$ cat src/rtl/hex_dump_sequencer.sv
// Turns one data word into uppercase ASCII hex characters, MS nibble first,
// with an optional CR/LF trailer, over valid/ready handshakes on both sides.
module hex_dump_sequencer #(
    parameter int unsigned NBR_OF_NIBBLES = 4,
    parameter bit          APPEND_NEWLINE = 1'b1
) (
    input  logic                        clk,
    input  logic                        reset,
    input  logic                        in_valid,
    output logic                        in_ready,
    input  logic [NBR_OF_NIBBLES*4-1:0] in_data,
    output logic                        out_valid,
    input  logic                        out_ready,
    output logic [7:0]                  out_byte,
    output logic                        busy
);

    localparam int unsigned DATA_W = NBR_OF_NIBBLES * 4;
    localparam int unsigned CNT_W  = (NBR_OF_NIBBLES > 1) ? $clog2(NBR_OF_NIBBLES) : 1;
    localparam logic [CNT_W-1:0] CNT_LOAD = CNT_W'(NBR_OF_NIBBLES - 1);
    localparam logic [7:0] CHAR_CR = 8'h0D;
    localparam logic [7:0] CHAR_LF = 8'h0A;

    typedef enum logic [1:0] {
        IDLE  = 2'd0,
        DIGIT = 2'd1,
        CR    = 2'd2,
        LF    = 2'd3
    } state_t;

    state_t             state;
    logic [DATA_W-1:0]  shift_reg;
    logic [CNT_W-1:0]   cnt;
    logic [DATA_W-1:0]  shift_next;
    logic [3:0]         next_nibble;

    function automatic logic [7:0] hex_ascii(input logic [3:0] nib);
        if (nib < 4'd10) begin
            return 8'h30 + 8'(nib);
        end
        return 8'h37 + 8'(nib);
    endfunction

    // Nibble that becomes visible after the current digit transfers.
    assign shift_next  = shift_reg << 4;
    assign next_nibble = shift_next[DATA_W-1 -: 4];

    // Reset must close the input immediately, so it gates the registered state.
    assign in_ready = (state == IDLE) && !reset;

    // out_byte/out_valid are loaded with the value for the upcoming state so
    // they never depend combinationally on out_ready or in_valid.
    always_ff @(posedge clk) begin
        if (reset) begin
            state     <= IDLE;
            shift_reg <= '0;
            cnt       <= '0;
            out_valid <= 1'b0;
            out_byte  <= 8'h00;
            busy      <= 1'b0;
        end else begin
            case (state)
                IDLE: begin
                    if (in_valid) begin
                        shift_reg <= in_data;
                        cnt       <= CNT_LOAD;
                        out_valid <= 1'b1;
                        out_byte  <= hex_ascii(in_data[DATA_W-1 -: 4]);
                        busy      <= 1'b1;
                        state     <= DIGIT;
                    end
                end
                DIGIT: begin
                    if (out_ready) begin
                        if (cnt != '0) begin
                            shift_reg <= shift_next;
                            cnt       <= cnt - CNT_W'(1);
                            out_byte  <= hex_ascii(next_nibble);
                        end else if (APPEND_NEWLINE) begin
                            out_byte  <= CHAR_CR;
                            state     <= CR;
                        end else begin
                            out_valid <= 1'b0;
                            out_byte  <= 8'h00;
                            busy      <= 1'b0;
                            state     <= IDLE;
                        end
                    end
                end
                CR: begin
                    if (out_ready) begin
                        out_byte <= CHAR_LF;
                        state    <= LF;
                    end
                end
                LF: begin
                    if (out_ready) begin
                        out_valid <= 1'b0;
                        out_byte  <= 8'h00;
                        busy      <= 1'b0;
                        state     <= IDLE;
                    end
                end
                default: begin
                    out_valid <= 1'b0;
                    busy      <= 1'b0;
                    state     <= IDLE;
                end
            endcase
        end
    end

endmodule

$ cat config.mk
export PLATFORM = sky130hd
export DESIGN_NAME = hex_dump_sequencer
export DESIGN_NICKNAME = d
export VERILOG_FILES = /design/src/rtl/hex_dump_sequencer.sv
export SDC_FILE = /design/constraint.sdc
export NUM_CORES = 1
export LEC_CHECK = 0
export ABC_AREA = 0
export BUFFER_PORTS_ARGS = -buffer_cell sky130_fd_sc_hd__buf_2
export CAP_MARGIN = 20
export CORE_MARGIN = 4
export CORE_UTILIZATION = 40
export DETAILED_ROUTE_END_ITERATION = 10
export GPL_ROUTABILITY_DRIVEN = 1
export PLACE_DENSITY = 0.65
export SYNTH_ARGS = -nofsm -noshare
export SYNTH_HDL_FRONTEND = slang
export SYNTH_SLANG_ARGS = --single-unit
$ cat constraint.sdc
create_clock -name clk -period 4.4 [get_ports clk]
set_clock_uncertainty 0.05 [all_clocks]
set_input_delay 0 -clock clk [delete_from_list [all_inputs] [get_ports clk]]
set_output_delay 0 -clock clk [all_outputs]
set_load 0.02 [all_outputs]
==> results.yml, run 1 <==
die:
  number_of_core_rows: 21
  design.die.area_mm2: 0.00454
  boundaryPins: 31
  coreArea_mm2: 0.00336
  initial_core_utilization: 0.420
  die_height_um: 67.4
  floorplan.die.width_um: 67.4
placed_design:
  post-dp-hpwl_um: 2230
  io_buffer_count: 29
  post_dp_cell_area_mm2: 0.00154
  gp_routability_congestion: 0.797
grt:
  grt-busiest-layer: "met2"
  grt_usage: 0.144
  grt_pass1_vias: 1138
  grt.met2_usage: 0.258
  met3_usage_in_global_routing: 0.0250
  grt_max_degree: 29
  grt_antenna_before_repair: 0
  groute.layer.met1.usage: 0.176
  grt_first_pass_wirelength_um: 5070
  gr-total-overflow: 0
critical_path:
  worst-setup-path-type: "register to register"
  crit_slowest_cell: "sky130_fd_sc_hd__a211oi_4"
  critPathBufInv: 1
  critical_path.max_fanout: 28
  worst_setup_path_end_kind: "register"
  reg2reg_from: "state[1]"
  worst_ep_arrival_time_ps: 2990
  regToRegEndpoint: "cnt[0]"
  required_ps: 4530
  setup.worst_path.start_class: "register"
  r2r.worst_path.cells: 6
  worst_path_largest_cell_delay_ps: 910
  worst_path_dominant_cell_family: "compound AO/OA/AOI/OAI gates"
  r2r_setup_slack_ps: 1540
  cell_by_cell_trace_of_the_critical_path: "inv_1, ha_1, nor2_1, a211oi_4, and3_1, nor3_1"
sta:
  total_negative_slack_ps: 0
  setup-violations-final: 0
  timing.final.hold_violations: 0
  rsz0062_at_grt: "no"
  timing_worst_slew_pin_value_ps: 1040
  slew-limit-headroom: 0.302
  final_period_minus_worst_setup_slack_ps: 2860
  fin_crit_sh: 0.650
  maxSlewViolCount: 0
  fmax_mhz: 350
layout:
  drive_above_1_share: 0.216
  final_nets: 219
  multiInputGateArea_um2: 821
  largest_reg_flops: 12
  layout_commonest_cell: "sky130_fd_sc_hd__buf_2"
  register_area_um2: 480
  final_design_area_no_fill_mm2: 0.00164
  flow.area_growth_from_synthesis_pct: 16.2
  num_antenna_cells: 0
  layout_common_cells: "sky130_fd_sc_hd__buf_2, sky130_fd_sc_hd__dfxtp_1, sky130_fd_sc_hd__nor2_1"
  final_core_utilization: 0.488
  filler_cell_count: 347
routing:
  totalWireLength_um: 3030
  drt_first_iter_violations: 49
  drt_drc_violations_left: 0
  wl_per_cell_um: 12.8
  via_count: 1254
  ant_nets: 0
  via_per_inst: 5.31
  firstDrtPassIters: 4
logic_synthesis:
  yosys_warnings: 0
  ys_ff_latch: 24
  synth_cell_type_count: 39
  syn_inst: 162
  post_synth.cell_area_avg_um2: 8.71
  netlist_area_mm2: 0.00141
  synth_nets: 189
  ys_seq_area_frac: 0.340
clocking:
  cts_sinks: 24
  cts-root-buf: "sky130_fd_sc_hd__clkbuf_4"
  clk_latency_ps: 310
  tritoncts_clock_tree: "yes"
  tritoncts.num_buffers: 3
  postCtsSetupRepairBufs: 0
  cts.htree.levels: 1
  max-clock-path-buffers: 2
  cts.clk_slew.worst_paths_ps: 120
power:
  total_leakage_power_nw: 0.669
  report.power.total_w: 0.00115
  proportion_of_power_drawn_by_combinational_gates: 0.595
  intPower_w: 0.000616
  power_density_mw_per_mm2: 700
  power.switching_w: 0.000532
  power.clock.fraction: 0.083
  power.share.switching: 0.463
  power_frac_seq: 0.322
  ir_drop_mv: 0.248
min_path:
  hold-path-cell-count: 3
  timing.hold.worst.class: "input port to register"
  min_delay_worst_endpoint: "shift_reg[7]"
  hold_path_startpoint: "in_data[7]"
outcome:
  outcome: "finished clean"
flow_run:
  timing.max_cap.violations: 0
power by group through the flow:
stage          clock network (W)  registers [W]  logic (W)
5_1_grt                 0.000108       0.000383   0.000763
3_5_place_dp                   0       0.000376   0.000680
3_3_place_gp                   0       0.000369   0.000648
4_1_cts                 0.000100       0.000370   0.000688
2_1_floorplan                  0       0.000402   0.000544
6_report               0.0000957       0.000369   0.000683
cells in the mapped netlist:
| master | instances | area [um2] |
|---|---|---|
| sky130_fd_sc_hd__o311ai_0 | 1 | 8.76 |
| sky130_fd_sc_hd__nor2b_1 | 3 | 18.8 |
| sky130_fd_sc_hd__buf_2 | 1 | 5.00 |
| sky130_fd_sc_hd__and3b_1 | 1 | 8.76 |
| sky130_fd_sc_hd__nand4bb_1 | 1 | 11.3 |
| sky130_fd_sc_hd__a211oi_4 | 1 | 20.0 |
| sky130_fd_sc_hd__a221oi_1 | 1 | 8.76 |
| sky130_fd_sc_hd__dfxtp_1 | 24 | 480 |
| sky130_fd_sc_hd__a21oi_1 | 15 | 75.1 |
| sky130_fd_sc_hd__ha_1 | 7 | 87.6 |
| sky130_fd_sc_hd__buf_6 | 2 | 22.5 |
| sky130_fd_sc_hd__and2_1 | 1 | 6.26 |
| sky130_fd_sc_hd__buf_4 | 4 | 30.0 |
| sky130_fd_sc_hd__xnor2_1 | 2 | 17.5 |
| sky130_fd_sc_hd__nand2b_4 | 1 | 13.8 |
| sky130_fd_sc_hd__nand3b_1 | 4 | 30.0 |
| sky130_fd_sc_hd__conb_1 | 1 | 3.75 |
| sky130_fd_sc_hd__buf_1 | 1 | 3.75 |
| sky130_fd_sc_hd__o21ai_0 | 7 | 35.0 |
| sky130_fd_sc_hd__and2b_1 | 1 | 7.51 |
| sky130_fd_sc_hd__inv_1 | 9 | 33.8 |
| sky130_fd_sc_hd__and3_1 | 1 | 6.26 |
| sky130_fd_sc_hd__a211oi_1 | 5 | 37.5 |
| sky130_fd_sc_hd__o211ai_1 | 2 | 15.0 |
| sky130_fd_sc_hd__a21boi_0 | 1 | 7.51 |
| sky130_fd_sc_hd__mux2i_1 | 8 | 80.1 |
| sky130_fd_sc_hd__o21ba_2 | 1 | 10.0 |
| sky130_fd_sc_hd__a311oi_1 | 5 | 43.8 |
| sky130_fd_sc_hd__nor3_1 | 4 | 20.0 |
| sky130_fd_sc_hd__nor2_1 | 22 | 82.6 |
| sky130_fd_sc_hd__a41o_1 | 1 | 10.0 |
| sky130_fd_sc_hd__nand2_1 | 3 | 11.3 |
| sky130_fd_sc_hd__clkbuf_1 | 4 | 15.0 |
| sky130_fd_sc_hd__o21bai_1 | 1 | 7.51 |
| sky130_fd_sc_hd__nand2b_1 | 5 | 31.3 |
| sky130_fd_sc_hd__a21o_1 | 1 | 7.51 |
| sky130_fd_sc_hd__a22oi_1 | 1 | 7.51 |
| sky130_fd_sc_hd__a211oi_2 | 6 | 75.1 |
| sky130_fd_sc_hd__nand3_1 | 3 | 15.0 |
worst max-delay path by stage:
stage / cells after the start / startpoint / slack (ps) / to
after floorplan: 7 / state[0] / 2710 / shift_reg[9]
after global placement: 6 / state[1] / 1760 / cnt[0]
after detailed placement: 6 / state[1] / 1530 / cnt[0]
after CTS: 6 / state[1] / 1530 / cnt[0]
after global routing: 6 / state[1] / 1230 / cnt[1]
final: 6 / state[1] / 1540 / cnt[0]
metrics by stage:
stage          std cells  hold slack, ps  setup slack (ps)
2_1_floorplan        162             115              2710
3_3_place_gp         225             228              1760
3_5_place_dp         225             243              1530
4_1_cts              236            7.95              1530
5_1_grt              236            26.0              1230
6_report             236            11.6              1540
cell type report:
type,count,share of cell area
well taps,46,0.0351
repair buffers,37,0.137
clock buffers,3,0.0137
flip-flops and latches,24,0.293
inverters,9,0.0206
multi-input cells,117,0.500
cells by family after synthesis:
logic type,Yosys count,synth area share
mux,8,0.0567
buf+inv,21,0.0780
other cells,1,0.00266
xor+xnor,2,0.0124
simple gates,50,0.186
flops,24,0.340
fa+ha+maj,7,0.0621
compound gates,49,0.262
per-layer routing:
layer	wire, um	vias to the layer above
met4	16	0
li1	-	630
met2	1550	30
met5	0	-
met1	1320	592
met3	148	2
worst min-delay path, cell delays in order:
cell and delay, ps:
sky130_fd_sc_hd__buf_2 100, sky130_fd_sc_hd__mux2i_1 140, sky130_fd_sc_hd__a211oi_2 80
repair_timing:
item	4_1_cts	5_1_grt
gates resized for setup	0	0
hold buffers	8	0
endpoints found under the hold margin	8	0
(Power assumes the default switching activity.)
==> inputs of run 2 (changes only) <==
==> constraint.sdc (replaced) <==
create_clock -name clk -period 2.9 [get_ports clk]
set_clock_uncertainty 0.05 [all_clocks]
set_input_delay 0 -clock clk [delete_from_list [all_inputs] [get_ports clk]]
set_output_delay 0 -clock clk [all_outputs]
set_load 0.02 [all_outputs]
==> results.yml, run 2 (synthesis gave the netlist of run 1 again) <==
sta:
  final_period_minus_worst_setup_slack_ps: 2100
  fin_crit_sh: 0.725
  maxSlewViolCount: 0
  total_negative_slack_ps: 0
  timing_worst_slew_pin_value_ps: 509
  fmax_mhz: 475
  whs_ps: 25.3
  setup-violations-final: 0
  rsz0062_at_grt: "no"
  fin_ws_ps: 796
  slew-limit-headroom: 0.660
  timing.final.hold_violations: 0
clocking:
  postCtsSetupRepairBufs: 0
  max-clock-path-buffers: 2
  cts_sinks: 24
  number_of_hold_repair_buffers_added_at_the_cts_stage: 12
  cts-root-buf: "sky130_fd_sc_hd__clkbuf_4"
  cts-resized-gates: 0
  clk_latency_ps: 320
  cts.htree.levels: 1
  cts.clk_slew.worst_paths_ps: 130
  tritoncts_clock_tree: "yes"
  tritoncts.num_buffers: 3
routing:
  via_per_inst: 5.27
  via_count: 1285
  totalWireLength_um: 3040
  drt_drc_violations_left: 0
  ant_nets: 0
  wl_per_cell_um: 12.4
  drt_first_iter_violations: 149
  firstDrtPassIters: 4
layout:
  layout_commonest_cell: "sky130_fd_sc_hd__buf_2"
  flow.area_growth_from_synthesis_pct: 23.0
  final_nets: 226
  num_antenna_cells: 0
  final_core_utilization: 0.516
  layout_common_cells: "sky130_fd_sc_hd__buf_2, sky130_fd_sc_hd__dfxtp_1, sky130_fd_sc_hd__nor2_1"
  largest_reg_flops: 12
  drive_above_1_share: 0.222
min_path:
  min_delay_worst_endpoint: "out_byte[6]"
  timing.hold.worst.class: "input port to register"
  hold_path_startpoint: "in_data[15]"
  hold-path-cell-count: 3
grt:
  gr-total-overflow: 0
  grt_first_pass_wirelength_um: 5120
  grt_pass1_vias: 1195
  grt_usage: 0.146
  grt_antenna_before_repair: 0
  grt_max_degree: 29
critical_path:
  reg2reg_from: "state[0]"
  cell_by_cell_trace_of_the_critical_path: "inv_1, ha_1, and2b_1, o21ba_2, a21oi_1, a311oi_1"
  worst_path_dominant_cell_family: "compound AO/OA/AOI/OAI gates"
  regToRegEndpoint: "state[0]"
  worst_path_largest_cell_delay_ps: 420
  worst-setup-path-type: "register to register"
  setup.worst_path.start_class: "register"
  required_ps: 3080
  r2r.worst_path.cells: 6
  critical_path.max_fanout: 16
  critPathBufInv: 1
  worst_setup_path_end_kind: "register"
  r2r_setup_slack_ps: 800
  worst_ep_arrival_time_ps: 2280
  crit_slowest_cell: "sky130_fd_sc_hd__dfxtp_1"
power:
  power_frac_seq: 0.303
  total_leakage_power_nw: 0.714
  proportion_of_power_drawn_by_combinational_gates: 0.566
  power.switching_w: 0.000813
  power_density_mw_per_mm2: 1070
  power.clock.fraction: 0.131
  power.share.switching: 0.438
  intPower_w: 0.00104
  ir_drop_mv: 0.509
die:
  floorplan.die.width_um: 67.4
  boundaryPins: 31
  number_of_core_rows: 21
  coreArea_mm2: 0.00336
  design.die.area_mm2: 0.00454
  die_height_um: 67.4
  initial_core_utilization: 0.420
outcome:
  outcome: "finished clean"
placed_design:
  io_buffer_count: 29
  gp_routability_congestion: 0.775
  dpl_worst_slack_ps: 836
  post-dp-hpwl_um: 2190
flow_run:
  timing.max_cap.violations: 0
-- run 2: worst max path at each step --
stage,startpoint,end,depth (start not counted)
after global placement,state[0],cnt[0],7
after CTS,state[0],state[0],6
after floorplan,state[0],shift_reg[9],7
after global routing,state[0],state[0],6
final,state[0],state[0],6
after detailed placement,state[0],state[0],6
-- run 2: power by group through the flow --
stage          Clock (W)  Combinational, W  Sequential, W
2_1_floorplan          0          0.000825       0.000610
3_3_place_gp           0           0.00100       0.000563
3_5_place_dp           0           0.00104       0.000572
4_1_cts         0.000252           0.00106       0.000564
5_1_grt         0.000265           0.00117       0.000581
6_report        0.000244           0.00105       0.000563
-- run 2: worst register-to-register path, stage by stage (launching register included) --
cell	delay, ps
sky130_fd_sc_hd__dfxtp_1	420
sky130_fd_sc_hd__inv_1	80
sky130_fd_sc_hd__ha_1	380
sky130_fd_sc_hd__and2b_1	290
sky130_fd_sc_hd__o21ba_2	400
sky130_fd_sc_hd__a21oi_1	120
sky130_fd_sc_hd__a311oi_1	290
-- run 2: through the flow --
step,instances,instance area (um2),total power (W)
6_report,244,1740,0.00186
5_1_grt,244,1740,0.00202
4_1_cts,243,1730,0.00188
3_5_place_dp,227,1550,0.00162
3_3_place_gp,227,1550,0.00156
2_1_floorplan,162,1410,0.00144
-- run 2: area by class of cell --
class,count,area (um2)
fillers,343,1630
multi-input cells,117,821
flip-flops and latches,24,480
repair buffers,44,290
well taps,46,57.6
inverters,9,33.8
clock inverters,1,30.0
clock buffers,3,22.5
-- run 2: per-layer routing --
metal	global-route usage	vias up	share of wire
li1	-	647	-
met1	0.169	594	0.44
met2	0.264	42	0.49
met3	0.0416	2	0.069
met4	0.0304	0	0.0066
met5	0	-	0
==> inputs of run 3 (changes only) <==
--- a/config.mk
+++ b/config.mk
@@ -5,14 +5,14 @@
 export SDC_FILE = /design/constraint.sdc
 export NUM_CORES = 1
 export LEC_CHECK = 0
-export ABC_AREA = 0
+export ABC_AREA = 1
 export BUFFER_PORTS_ARGS = -buffer_cell sky130_fd_sc_hd__buf_2
 export CAP_MARGIN = 20
 export CORE_MARGIN = 4
 export CORE_UTILIZATION = 40
 export DETAILED_ROUTE_END_ITERATION = 10
 export GPL_ROUTABILITY_DRIVEN = 1
-export PLACE_DENSITY = 0.65
+export PLACE_DENSITY = 0.67
 export SYNTH_ARGS = -nofsm -noshare
 export SYNTH_HDL_FRONTEND = slang
 export SYNTH_SLANG_ARGS = --single-unit
==> constraint.sdc (replaced) <==
create_clock -name clk -period 1.82 [get_ports clk]
set_clock_uncertainty 0.05 [all_clocks]
set_input_delay 0 -clock clk [delete_from_list [all_inputs] [get_ports clk]]
set_output_delay 0 -clock clk [all_outputs]
set_load 0.02 [all_outputs]
==> results.yml, run 3 <==
outcome:
  outcome: "finished clean"
routing:
  firstDrtPassIters: 6
  wl_met3_um: 152
  top_layer_used: "met4"
  route.met2.wl_um: 1430
  wl_met1_um: 1430
  via_per_inst: 4.70
  via_count: 1419
  drt_first_iter_violations: 83
  ant_nets: 0
  totalWireLength_um: 3050
  drt_drc_violations_left: 0
  wl_per_cell_um: 10.1
sta:
  fin_crit_sh: 0.897
  setup-violations-final: 0
  timing.final.hold_violations: 0
  total_negative_slack_ps: 0
  fmax_mhz: 613
  maxSlewViolCount: 0
  fin_ws_ps: 187
  rsz0062_at_grt: "no"
  final_period_minus_worst_setup_slack_ps: 1630
critical_path:
  critical_path.max_fanout: 17
  required_ps: 1970
  reg2reg_from: "state[0]"
  setup.worst_path.start_class: "register"
  worst_setup_path_end_kind: "register"
  worst-setup-path-type: "register to register"
  r2r_setup_slack_ps: 190
  timing.critical_path.from: "state[0]"
  worst_ep_arrival_time_ps: 1790
layout:
  layout_commonest_cell: "sky130_fd_sc_hd__nand2_1"
  drive_above_1_share: 0.203
  final_design_area_no_fill_mm2: 0.00174
  num_antenna_cells: 0
  flow.area_growth_from_synthesis_pct: 19.3
  final_nets: 285
  layout_common_cells: "sky130_fd_sc_hd__nand2_1, sky130_fd_sc_hd__buf_2, sky130_fd_sc_hd__inv_1, sky130_fd_sc_hd__dfxtp_1, sky130_fd_sc_hd__nor2_1"
  largest_reg_flops: 12
  final_core_utilization: 0.509
placed_design:
  post_dp_cell_area_mm2: 0.00162
  post-dp-hpwl_um: 2290
  gp_routability_congestion: 0.816
  dpl_worst_slack_ps: 138
  io_buffer_count: 29
clocking:
  max-clock-path-buffers: 2
  tritoncts.num_buffers: 3
  clk_latency_ps: 310
  cts.clk_slew.worst_paths_ps: 130
  cts_sinks: 24
  tritoncts_clock_tree: "yes"
  postCtsSetupRepairBufs: 0
  cts-root-buf: "sky130_fd_sc_hd__clkbuf_4"
  cts.htree.levels: 1
power:
  power_density_mw_per_mm2: 1780
  power_frac_seq: 0.288
  ir_drop_mv: 0.883
  total_leakage_power_nw: 0.891
  proportion_of_power_drawn_by_combinational_gates: 0.639
  report.power.total_w: 0.00310
  power.share.switching: 0.498
  intPower_w: 0.00156
  power.switching_w: 0.00154
  power.clock.fraction: 0.073
min_path:
  timing.hold.worst.class: "input port to register"
  hold_path_startpoint: "in_data[7]"
logic_synthesis:
  synth.top_cells.by_count: "sky130_fd_sc_hd__nand2_1, sky130_fd_sc_hd__dfxtp_1, sky130_fd_sc_hd__inv_1"
  synth_cell_type_count: 26
  yosysTopAreaCell: "sky130_fd_sc_hd__dfxtp_1"
  ys_ff_latch: 24
  yosys_warnings: 0
  post_synth.cell_area_avg_um2: 6.66
  yosysMostFrequentCell: "sky130_fd_sc_hd__nand2_1"
  synth_edf_count: 0
  syn_inst: 219
  synth_nets: 246
  post-synth-top-area-fraction: 0.330
  netlist_area_mm2: 0.00146
  ys.flop_type: "sky130_fd_sc_hd__dfxtp_1"
  async_flop_share: 0
  synth_top_cells_by_area: "sky130_fd_sc_hd__dfxtp_1, sky130_fd_sc_hd__nand2_1, sky130_fd_sc_hd__a21oi_1"
  ys_seq_area_frac: 0.330
die:
  coreArea_mm2: 0.00342
  design.die.area_mm2: 0.00467
  number_of_core_rows: 21
  boundaryPins: 31
  initial_core_utilization: 0.427
  die_height_um: 68.4
  floorplan.die.width_um: 68.4
grt:
  grt_usage: 0.143
  grt_first_pass_wirelength_um: 5110
  grt_max_degree: 18
  grt_antenna_before_repair: 0
  gr-total-overflow: 0
  grt_pass1_vias: 1214
flow_run:
  timing.max_cap.violations: 0
-- run 3: cell count changes after synthesis, moves of 5 or more --
cell                       delta
sky130_fd_sc_hd__nand2_1     +62
sky130_fd_sc_hd__a211oi_2     -6
sky130_fd_sc_hd__mux2i_1      -8
sky130_fd_sc_hd__o21ai_1     +10
sky130_fd_sc_hd__a211oi_1     -5
sky130_fd_sc_hd__nand2b_1     -5
sky130_fd_sc_hd__nand3_1     +13
sky130_fd_sc_hd__inv_1       +15
sky130_fd_sc_hd__a311oi_1     -5
-- run 3: power by group through the flow --
stage               Clock [W]  Sequential (W)  Combinational [W]
finish               0.000227        0.000893            0.00198
global route         0.000259        0.000921            0.00224
global placement            0        0.000908            0.00193
CTS                  0.000238        0.000896            0.00198
detailed placement          0        0.000908            0.00195
floorplan                   0        0.000983            0.00152
-- run 3: per-layer routing --
metal / vias up / global-route usage
li1: 768 / -
met1: 615 / 0.180
met2: 32 / 0.236
met3: 4 / 0.0328
met4: 0 / 0.0521
met5: - / 0
-- run 3: path summary, 6_finish.rpt --
kind | endpoint | cells past startpoint
worst max-delay path | cnt[0] | 7
worst min-delay path | shift_reg[7] | 5
worst max register to register | cnt[0] | 7
worst min register to register | cnt[0] | 1
-- run 3: timing repair --
item                                    in CTS  in global routing
endpoints found under the hold margin       10                  0
resized for setup                            0                  3
hold buffers                                 9                  0
endpoints found under the setup margin       0                  4
-- run 3: area by class of cell --
cell class,count,area (um2)
Fill cell,368,1680
Sequential cell,24,480
Inverter,29,114
Timing Repair Buffer,42,265
Clock buffer,3,22.5
Multi-Input combinational cell,158,800
Tap cell,46,57.6
-- run 3: cell families after synthesis --
group	count (synthesis)	synth area share
adder cells (fa/ha/maj)	7	0.0601
flip-flops	24	0.330
other	1	0.00257
buffers and inverters	37	0.127
AO/OA/AOI/OAI	41	0.159
AND/OR/NAND/NOR	109	0.322
-- run 3: per-stage QoR --
| stage | cells | hold WS [ps] |
|---|---|---|
| after floorplan | 219 | 107 |
| after global placement | 290 | 216 |
| after detailed placement | 290 | 224 |
| after CTS | 302 | 5.62 |
| after global routing | 302 | 48.5 |
| final | 302 | 10.9 |
-- run 3: worst max-delay path, stage by stage (launching register included) --
cell	delay (ps)
sky130_fd_sc_hd__dfxtp_1	350
sky130_fd_sc_hd__inv_1	100
sky130_fd_sc_hd__ha_2	250
sky130_fd_sc_hd__inv_2	100
sky130_fd_sc_hd__o21ai_4	170
sky130_fd_sc_hd__nand3_4	190
sky130_fd_sc_hd__nor2_1	210
sky130_fd_sc_hd__a21oi_1	90
